`config.mk`:
```
export PLATFORM = sky130hd
export DESIGN_NAME = ntt_stage_sequencer
export DESIGN_NICKNAME = d
export VERILOG_FILES = /design/src/rtl/ntt_stage_sequencer.sv
export SDC_FILE = /design/constraint.sdc
export NUM_CORES = 1
export LEC_CHECK = 0
export CAP_MARGIN = 20
export CELL_PAD_IN_SITES_DETAIL_PLACEMENT = 0
export CELL_PAD_IN_SITES_GLOBAL_PLACEMENT = 2
export CORE_MARGIN = 8
export CORE_UTILIZATION = 10
export CTS_BUF_LIST = sky130_fd_sc_hd__clkbuf_4 sky130_fd_sc_hd__clkbuf_8
export CTS_CLUSTER_SIZE = 25
export DETAILED_ROUTE_END_ITERATION = 7
export PLACE_DENSITY = 0.86
export SLEW_MARGIN = 5
export SYNTH_ARGS = -nofsm -noshare
export SYNTH_HDL_FRONTEND = slang
export SYNTH_SLANG_ARGS = --single-unit
export TNS_END_PERCENT = 30
```
`constraint.sdc`:
```
create_clock -name clk -period 2.5 [get_ports clk]
set_input_delay 0.5 -clock clk [delete_from_list [all_inputs] [get_ports clk]]
set_output_delay 0.5 -clock clk [all_outputs]
set_load 0.02 [all_outputs]
```
`src/rtl/ntt_stage_sequencer.sv`:
```
// Address/control sequencer for an in-place radix-2 NTT: walks LOGN stages of N/2
// butterflies, pipelines read addresses to the write port, and pauses between stages.
module ntt_stage_sequencer #(
  parameter int W    = 32,
  parameter int N    = 8,
  parameter int LOGN = $clog2(N)
) (
  input  logic            clk,
  input  logic            reset,
  input  logic            start,
  input  logic            mode_in,
  output logic            busy,
  output logic            done,
  output logic            iNTT_mode,
  output logic            rd_en,
  output logic [LOGN-1:0] rd_addr_a,
  output logic [LOGN-1:0] rd_addr_b,
  output logic [LOGN-2:0] tw_addr,
  input  logic [W-1:0]    rd_data_a,
  input  logic [W-1:0]    rd_data_b,
  output logic [W-1:0]    bf_A_in,
  output logic [W-1:0]    bf_B_in,
  input  logic [W-1:0]    bf_A_out,
  input  logic [W-1:0]    bf_B_out,
  output logic            wr_en,
  output logic [LOGN-1:0] wr_addr_a,
  output logic [LOGN-1:0] wr_addr_b,
  output logic [W-1:0]    wr_data_a,
  output logic [W-1:0]    wr_data_b
);

  localparam int SW = $clog2(LOGN + 1);
  localparam int JW = LOGN - 1;

  typedef enum logic [1:0] {IDLE, RUN, DRAIN, DONE} state_t;

  state_t          state_q, state_d;
  logic [SW-1:0]   s_q, s_d;
  logic [JW-1:0]   j_q, j_d;
  logic            drain_q, drain_d;
  logic            mode_q, mode_d;
  logic            busy_q, busy_d;
  logic            done_q, done_d;
  logic            rd_en_q, rd_en_d;
  logic            vld_p1_q, vld_p1_d, vld_p2_q, vld_p2_d;
  logic [LOGN-1:0] addr_a_p1_q, addr_a_p1_d, addr_b_p1_q, addr_b_p1_d;
  logic [LOGN-1:0] addr_a_p2_q, addr_a_p2_d, addr_b_p2_q, addr_b_p2_d;

  logic [LOGN-1:0] j_ext, m_w, k_w, g_w, addr_a_w;

  // Butterfly j of stage s pairs a and a+m inside group g; twiddle index k scaled to N/2 entries.
  always_comb begin
    j_ext     = {1'b0, j_q};
    m_w       = LOGN'(1) << s_q;
    k_w       = j_ext & (m_w - LOGN'(1));
    g_w       = j_ext >> s_q;
    addr_a_w  = (g_w << (s_q + SW'(1))) | k_w;
    rd_addr_a = addr_a_w;
    rd_addr_b = addr_a_w + m_w;
    tw_addr   = JW'(k_w) << (SW'(LOGN - 1) - s_q);
  end

  always_comb begin
    state_d = state_q;
    s_d     = s_q;
    j_d     = j_q;
    drain_d = drain_q;
    mode_d  = mode_q;
    case (state_q)
      IDLE: begin
        if (start) begin
          state_d = RUN;
          s_d     = '0;
          j_d     = '0;
          mode_d  = mode_in;
        end
      end
      RUN: begin
        if (j_q == JW'(N / 2 - 1)) begin
          j_d     = '0;
          s_d     = s_q + SW'(1);
          drain_d = 1'b0;
          state_d = DRAIN;
        end else begin
          j_d = j_q + JW'(1);
        end
      end
      DRAIN: begin
        drain_d = 1'b1;
        if (drain_q) begin
          drain_d = 1'b0;
          state_d = (s_q == SW'(LOGN)) ? DONE : RUN;
        end
      end
      DONE:    state_d = IDLE;
      default: state_d = IDLE;
    endcase
    busy_d      = (state_d != IDLE);
    done_d      = (state_d == DONE);
    rd_en_d     = (state_d == RUN);
    vld_p1_d    = rd_en_q;
    vld_p2_d    = vld_p1_q;
    addr_a_p1_d = addr_a_w;
    addr_b_p1_d = addr_a_w + m_w;
    addr_a_p2_d = addr_a_p1_q;
    addr_b_p2_d = addr_b_p1_q;
  end

  always_ff @(posedge clk) begin
    if (reset) begin
      state_q  <= IDLE;
      s_q      <= '0;
      j_q      <= '0;
      drain_q  <= 1'b0;
      mode_q   <= 1'b0;
      busy_q   <= 1'b0;
      done_q   <= 1'b0;
      rd_en_q  <= 1'b0;
      vld_p1_q <= 1'b0;
      vld_p2_q <= 1'b0;
    end else begin
      state_q  <= state_d;
      s_q      <= s_d;
      j_q      <= j_d;
      drain_q  <= drain_d;
      mode_q   <= mode_d;
      busy_q   <= busy_d;
      done_q   <= done_d;
      rd_en_q  <= rd_en_d;
      vld_p1_q <= vld_p1_d;
      vld_p2_q <= vld_p2_d;
    end
  end

  // p1: read data returns / operands to butterfly; p2: butterfly result written back
  always_ff @(posedge clk) begin
    addr_a_p1_q <= addr_a_p1_d;
    addr_b_p1_q <= addr_b_p1_d;
    addr_a_p2_q <= addr_a_p2_d;
    addr_b_p2_q <= addr_b_p2_d;
  end

  assign busy      = busy_q;
  assign done      = done_q;
  assign iNTT_mode = mode_q;
  assign rd_en     = rd_en_q;
  assign bf_A_in   = rd_data_a;
  assign bf_B_in   = rd_data_b;
  assign wr_en     = vld_p2_q;
  assign wr_addr_a = addr_a_p2_q;
  assign wr_addr_b = addr_b_p2_q;
  assign wr_data_a = bf_A_out;
  assign wr_data_b = bf_B_out;

endmodule

```
==> summary.txt <==
Routing
  • Wirelength per Cell: 10.2 um
  • Vias per inst: 2.40
  • Total number of vias: 924
  • Residual DRC: 0
  • Antenna-violating nets left: 0
  • Number of detailed-route iterations in the first pass: 4
  • Initial DRC count: 23
  • Final WL: 3940 um

STA
  • Worst slew pin tran: 0.495 ns
  • Final setup fails: 1
  • Unrepaired setup endpoints after global routing: true
  • Slew HR: 66.9%
  • Final min period: 2.69 ns
  • Final hold viol count: 0
  • Final Hold Slack: 0.336 ns
  • Slew Viols, Final: 0
  • Period utilization: 108%
  • Final WS setup: -0.192 ns
  • Worst Skew: 0.00900 ns
  • Fmax achieved: 371 MHz

Worst setup path
  • Required time worst endpoint: 2.00 ns
  • Reg-to-reg setup timing slack: 0.69 ns
  • CP arrival: 2.19 ns
  • Max FO, Critical Path: 4
  • CP endpoint kind: output port
  • R2r worst-path depth: 9
  • FF-to-FF Start: s_q[1]$_SDFFE_PP0P_
  • WS Path Type: reg -> out
  • Startpoint Class: flip-flop
  • RR Endpoint: addr_b_p1_q[2]$_DFF_P_

Synthesis
  • Post-Syn Nets: 357
  • Cells after Synth: 218
  • Sequential area share after synthesis: 26.0%
  • Syn_area_per_cell: 8.84 um^2
  • Synth top cells by count: 129 x buf_4, 25 x dfxtp_1, 7 x ha_1
  • Count of unique library cells instantiated by Yosys: 29
  • Top FF cell, synth: dfxtp_1
  • Synth area leader: buf_4
  • Post-synth EDFFs: 0
  • Post-synth design cell area: 1930 um^2
  • Post-synth top area share: 50.3%
  • Cell with the most instances after synthesis: buf_4
  • Post-synthesis sequential element count: 25
  • Yosys warns: 0
  • Largest cells by area after synthesis: buf_4 50%, dfxtp_1 26%, ha_1 4.5%
  • Fraction of registers with async set/reset: 0%

Power
  • Sw frac: 25.9%
  • Lkg Pwr: 0.569 nW
  • Power Internal: 0.000567 W
  • Power per cell area: 456 nW/um^2
  • Clock share of power: 34.7%
  • Psw: 0.000198 W
  • Maximum VDD drop: 0.135 mV
  • Logic pwr share: 10.4%
  • Register share of total power: 54.9%

Clock tree
  • Clock transition at path regs: 0.09 ns
  • Clk buf depth: 2
  • # clock sinks: 25
  • CTS buffer count: 3
  • Clock Latency Late Sink: 0.28 ns
  • CTS tree: built
  • Root buf cell: clkbuf_8
  • Post-cts hold buffer count: 0
  • Htree depth: 1

GRT
  • Antenna violations before repair: 0
  • Tot GR Track Use: 3.16%
  • Total gr overflow: 0
  • Pin count of the biggest net entering global routing: 17
  • First-pass GRT wire length: 5610 um
  • Vias in the first global route: 969

Floorplanning
  • Die Area: 24000 um^2
  • Area of the core: 18800 um^2
  • Die Width: 155 um
  • Row count: 50
  • DIE HEIGHT: 155 um
  • Starting density of the core: 10.2%
  • I/O pin count: 279

Finish
  • # diodes: 0
  • Layout area overhead: -12.9%
  • Finished Layout Cells: 385
  • Layout cell share with drive strength beyond 1: 25.6%
  • Fill count: 2171
  • Nets: 265
  • Final instance area: 1680 um^2

Placed design
  • GP Congestion: 0.718
  • Detail Placement HPWL: 3160 um
  • Cell Area, Placed: 1620 um^2
  • Placed insts: 381
  • Port bufs: 22

Min path
  • HP Start: addr_b_p1_q[1]$_DFF_P_
  • Hold crit path type: reg -> reg
  • Hold Crit Depth: 0
  • Hold Path Sink: wr_addr_b[1]$_DFF_P_

Run status
  • Failing checks: setup timing
  • Outcome: complete, but fails checks

Flow run
  • Max-cap violations: 0
[logic make-up (layout without fill, tap and decap cells)]
group / count (synthesis) / count (layout) / share of synthesized area, %
muxes: 2 / 2 / 1.04
buffers and inverters: 134 / 41 / 51.2
AOI/OAI and AO/OA: 17 / 17 / 7.08
xor gates and xnor gates: 3 / 3 / 1.36
adders and majority gates: 7 / 7 / 4.55
DFF: 25 / 25 / 26.0
and+or+nand+nor: 30 / 30 / 8.77
[cells in the final DEF, fill, tap and decap left out, drive strengths merged]
cell	Yosys	layout
o21a	1	1
nand2b	5	5
inv	4	5
xor2	2	2
nand2	5	5
nor3b	3	3
and3b	1	1
ha	7	7
clkdlybuf4s50	0	17
a31oi	2	2
nand4	1	1
nor2	6	6
a21oi	3	3
a32oi	2	2
nor2b	6	6
o41ai	1	1
nand3b	1	1
dfxtp	25	25
buf	129	13
a211oi	2	2
clkbuf	1	3
o21ai	5	5
dlygate4sd2	0	3
and2b	1	1
o21bai	1	1
and2	1	1
xnor2	1	1
mux2i	2	2
[sequential cells by signal, summed over array words and instances (netlist names)]
register and cells:
addr_a_p1_q 3, addr_b_p1_q 3, wr_addr_a 3, wr_addr_b 3, j_q 2, s_q 2, state_q 2, busy 1
done 1, drain_q 1, iNTT_mode 1, rd_en 1, vld_p1_q 1, wr_en 1
[power by group through the flow]
stage,Combinational (W),Sequential (W),Clock [W]
after CTS,0.0000819,0.000421,0.000287
after global routing,0.0000860,0.000423,0.000301
after detailed placement,0.0000819,0.000430,0
after global placement,0.0000817,0.000430,0
final,0.0000793,0.000420,0.000266
after floorplan,0.000334,0.000436,0
[routing by layer]
| layer | up-vias | part of all wire, % | global-route usage, % |
|---|---|---|---|
| met3 | 50 | 18 | 2.62 |
| li1 | 383 | - | - |
| met5 | - | 1.5 | 1.94 |
| met2 | 91 | 40 | 4.11 |
| met4 | 2 | 9.2 | 4.11 |
| met1 | 398 | 31 | 2.51 |
[worst max-delay path by stage]
stage / startpoint / endpoint / cells after the start
4_1_cts: s_q[1]$_SDFFE_PP0P_ / rd_addr_b[2] / 10
3_5_place_dp: s_q[1]$_SDFFE_PP0P_ / rd_addr_b[2] / 9
6_report: s_q[1]$_SDFFE_PP0P_ / rd_addr_b[2] / 10
3_3_place_gp: s_q[1]$_SDFFE_PP0P_ / rd_addr_b[2] / 9
2_1_floorplan: s_q[1]$_SDFFE_PP0P_ / rd_addr_b[2] / 8
5_1_grt: s_q[0]$_SDFFE_PP0P_ / rd_addr_b[2] / 8
[metrics by stage]
step / total power (W) / util (%) / TNS (ns) / worst slack, ns
detailed placement: 0.000512 / 8.60 / -0.420 / -0.420
global placement: 0.000511 / 8.60 / -0.413 / -0.413
finish: 0.000765 / 8.92 / -0.192 / -0.192
floorplan: 0.000770 / - / -0.0639 / -0.0639
global route: 0.000810 / 8.92 / -0.361 / -0.335
CTS: 0.000790 / 8.88 / -0.220 / -0.220
[repair_timing]
item,in CTS,in global routing
endpoints found under the setup margin,6,2
gates resized for setup,10,1
pin swaps,4,0
buffers inserted,0,0
[critical path, cell delays in order, from the launching register on]
cell and delay (ns):
dfxtp_4 0.37, inv_4 0.04, ha_4 0.28, nand2b_4 0.13, o21ai_2 0.06, ha_2 0.17
ha_2 0.18, a31oi_2 0.15, xor2_1 0.24, xnor2_2 0.14, buf_4 0.16
[cell type report]
type	instances	area, um^2	area share [%]
multi-input cells	59	482	28.7
well taps	260	325	19.4
inverters	4	20.0	1.19
flip-flops and latches	25	508	30.3
clock buffers	3	41.3	2.46
clock inverters	1	8.76	0.522
repair buffers	33	294	17.5
No activity file was read; power rests on OpenSTA's default activity.
==> RTL edit (config.mk and constraints unchanged) <==
The parameter `N` goes from 8 to 16.
--- a/src/rtl/ntt_stage_sequencer.sv
+++ b/src/rtl/ntt_stage_sequencer.sv
@@ -3,5 +3,5 @@
 module ntt_stage_sequencer #(
   parameter int W    = 32,
-  parameter int N    = 8,
+  parameter int N    = 16,
   parameter int LOGN = $clog2(N)
 ) (
Interface: changed (5 resized); port bits go from 279 to 284. The function was not compared with the original's and may differ.
==> RTL edit against the unedited design <==
  * Global-route usage rose by 0.35 points
  * Hold slack worse by 0.015 ns
  * Fmax is 13% lower
  * Area after synthesis rose by 19%
  * The flow still finishes with violations (negative setup slack)
  * Sequential cell count rose by 6
  * Cell count increased by 26%
  * Routed wire length grew 28%
  * Total power up 30%
  * Sequential share of layout area down 5.0 points
  * Worst setup slack got worse by 0.40 ns
  * Final area up 49%
==> RTL edit: results (changes against the unedited design) <==
The aggregate negative setup slack is -2.121 ns (-1.929 ns). Least setup slack across all paths after layout: -0.5959 ns (-0.4039 ns). The clock skew is 0.005725 ns (-0.003270 ns), and the number of setup violations in the final report is 7 (+6). Share of total power consumed by net switching: 0.2341 (-0.02445). The global routing usage on met1 came out at 0.03356 (+0.008447).

The commonest cells after synthesis are 129 x sky130_fd_sc_hd__buf_4, 31 x sky130_fd_sc_hd__dfxtp_1, 13 x sky130_fd_sc_hd__nor2_1, 11 x sky130_fd_sc_hd__ha_1, 9 x sky130_fd_sc_hd__inv_1. The number of cells produced by synthesis was 258 (+18%); the final net count was 343 (+29%). The quantity of I/O buffers inserted on ports works out to 27 (+23%).

The run gives 5 (+2) as the TritonCTS buffer count. The tools report the peak supply drop as 191.9 µV (+42%). The number of placed instances, taps included is 470 (+23%). For the pin count of the biggest net entering global routing, the log shows 14 (-3).

The run finished, with violations left. The logs give 65 (+180%) for the initial DRC count and 484 (+26%) for the count of non-filler cells in the finished layout. The checks that failed: negative setup slack. The tools report the number of buffers inserted to repair setup after CTS as 6 (+6).

For the worst slack after detailed placement, the log shows -0.9163 ns (-0.4963 ns). The total number of vias is 1273 (+38%). Tightest hold margin: 0.3210 ns (-0.01512 ns). Worst reg-to-reg setup slack: 0.21 ns (-0.48 ns). The logs give 402 (+13%) for the number of nets produced by synthesis and 1 (+1) for the initial antenna violation count. All-layer global routing usage: 0.03518 (+0.003541). The slew of the pin with the lowest slew margin is 0.5409 ns (+0.04553 ns). In this run the worst setup path terminates at rd_addr_b[3].
==> RTL edit: changes by cell type in the layout (fill, tap and decap cells not counted), moves of 4 or more <==
cell / before / now
sky130_fd_sc_hd__buf_4: 13 / 39
sky130_fd_sc_hd__dfxtp_1: 23 / 28
sky130_fd_sc_hd__a21oi_1: 3 / 7
sky130_fd_sc_hd__inv_1: 1 / 5
sky130_fd_sc_hd__buf_6: 0 / 9
sky130_fd_sc_hd__xor2_2: 0 / 4
sky130_fd_sc_hd__ha_4: 1 / 6
sky130_fd_sc_hd__nor2_1: 6 / 13
==> RTL edit: area by class of cell <==
type / instances / area, µm² / share of cell area
Clock buffer: 6 / 82.58 / 0.03310
Clock inverter: 1 / 5.005 / 0.002006
Inverter: 9 / 40.04 / 0.01605
Multi-Input combinational cell: 85 / 812.0 / 0.3255
Sequential cell: 31 / 629.4 / 0.2523
Tap cell: 285 / 356.6 / 0.1429
Timing Repair Buffer: 67 / 569.3 / 0.2282
==> RTL edit: logic make-up (layout without fill, tap and decap cells) <==
kind of cell,count (synthesis),after routing,share of synthesized area
flip-flops,31,31,0.2718
buffers and inverters,142,83,0.4526
adder cells (fa/ha/maj),12,12,0.06904
AND/OR/NAND/NOR,39,39,0.09261
AO/OA/AOI/OAI,28,28,0.08438
XOR/XNOR,6,6,0.02959
==> RTL edit: power by group through the flow <==
stage | clock network [µW] | logic (µW) | registers, µW
5_1_grt | 436 | 96.3 | 517
3_5_place_dp | 0 | 86.0 | 528
3_3_place_gp | 0 | 85.7 | 528
6_report | 396 | 87.0 | 515
4_1_cts | 409 | 88.6 | 515
2_1_floorplan | 0 | 332 | 537
==> RTL edit: per-layer routing <==
metal / vias up / routed length [µm]
li1: 574 / -
met2: 87 / 1996
met1: 559 / 1857
met5: - / 10
met4: 2 / 381
met3: 51 / 790
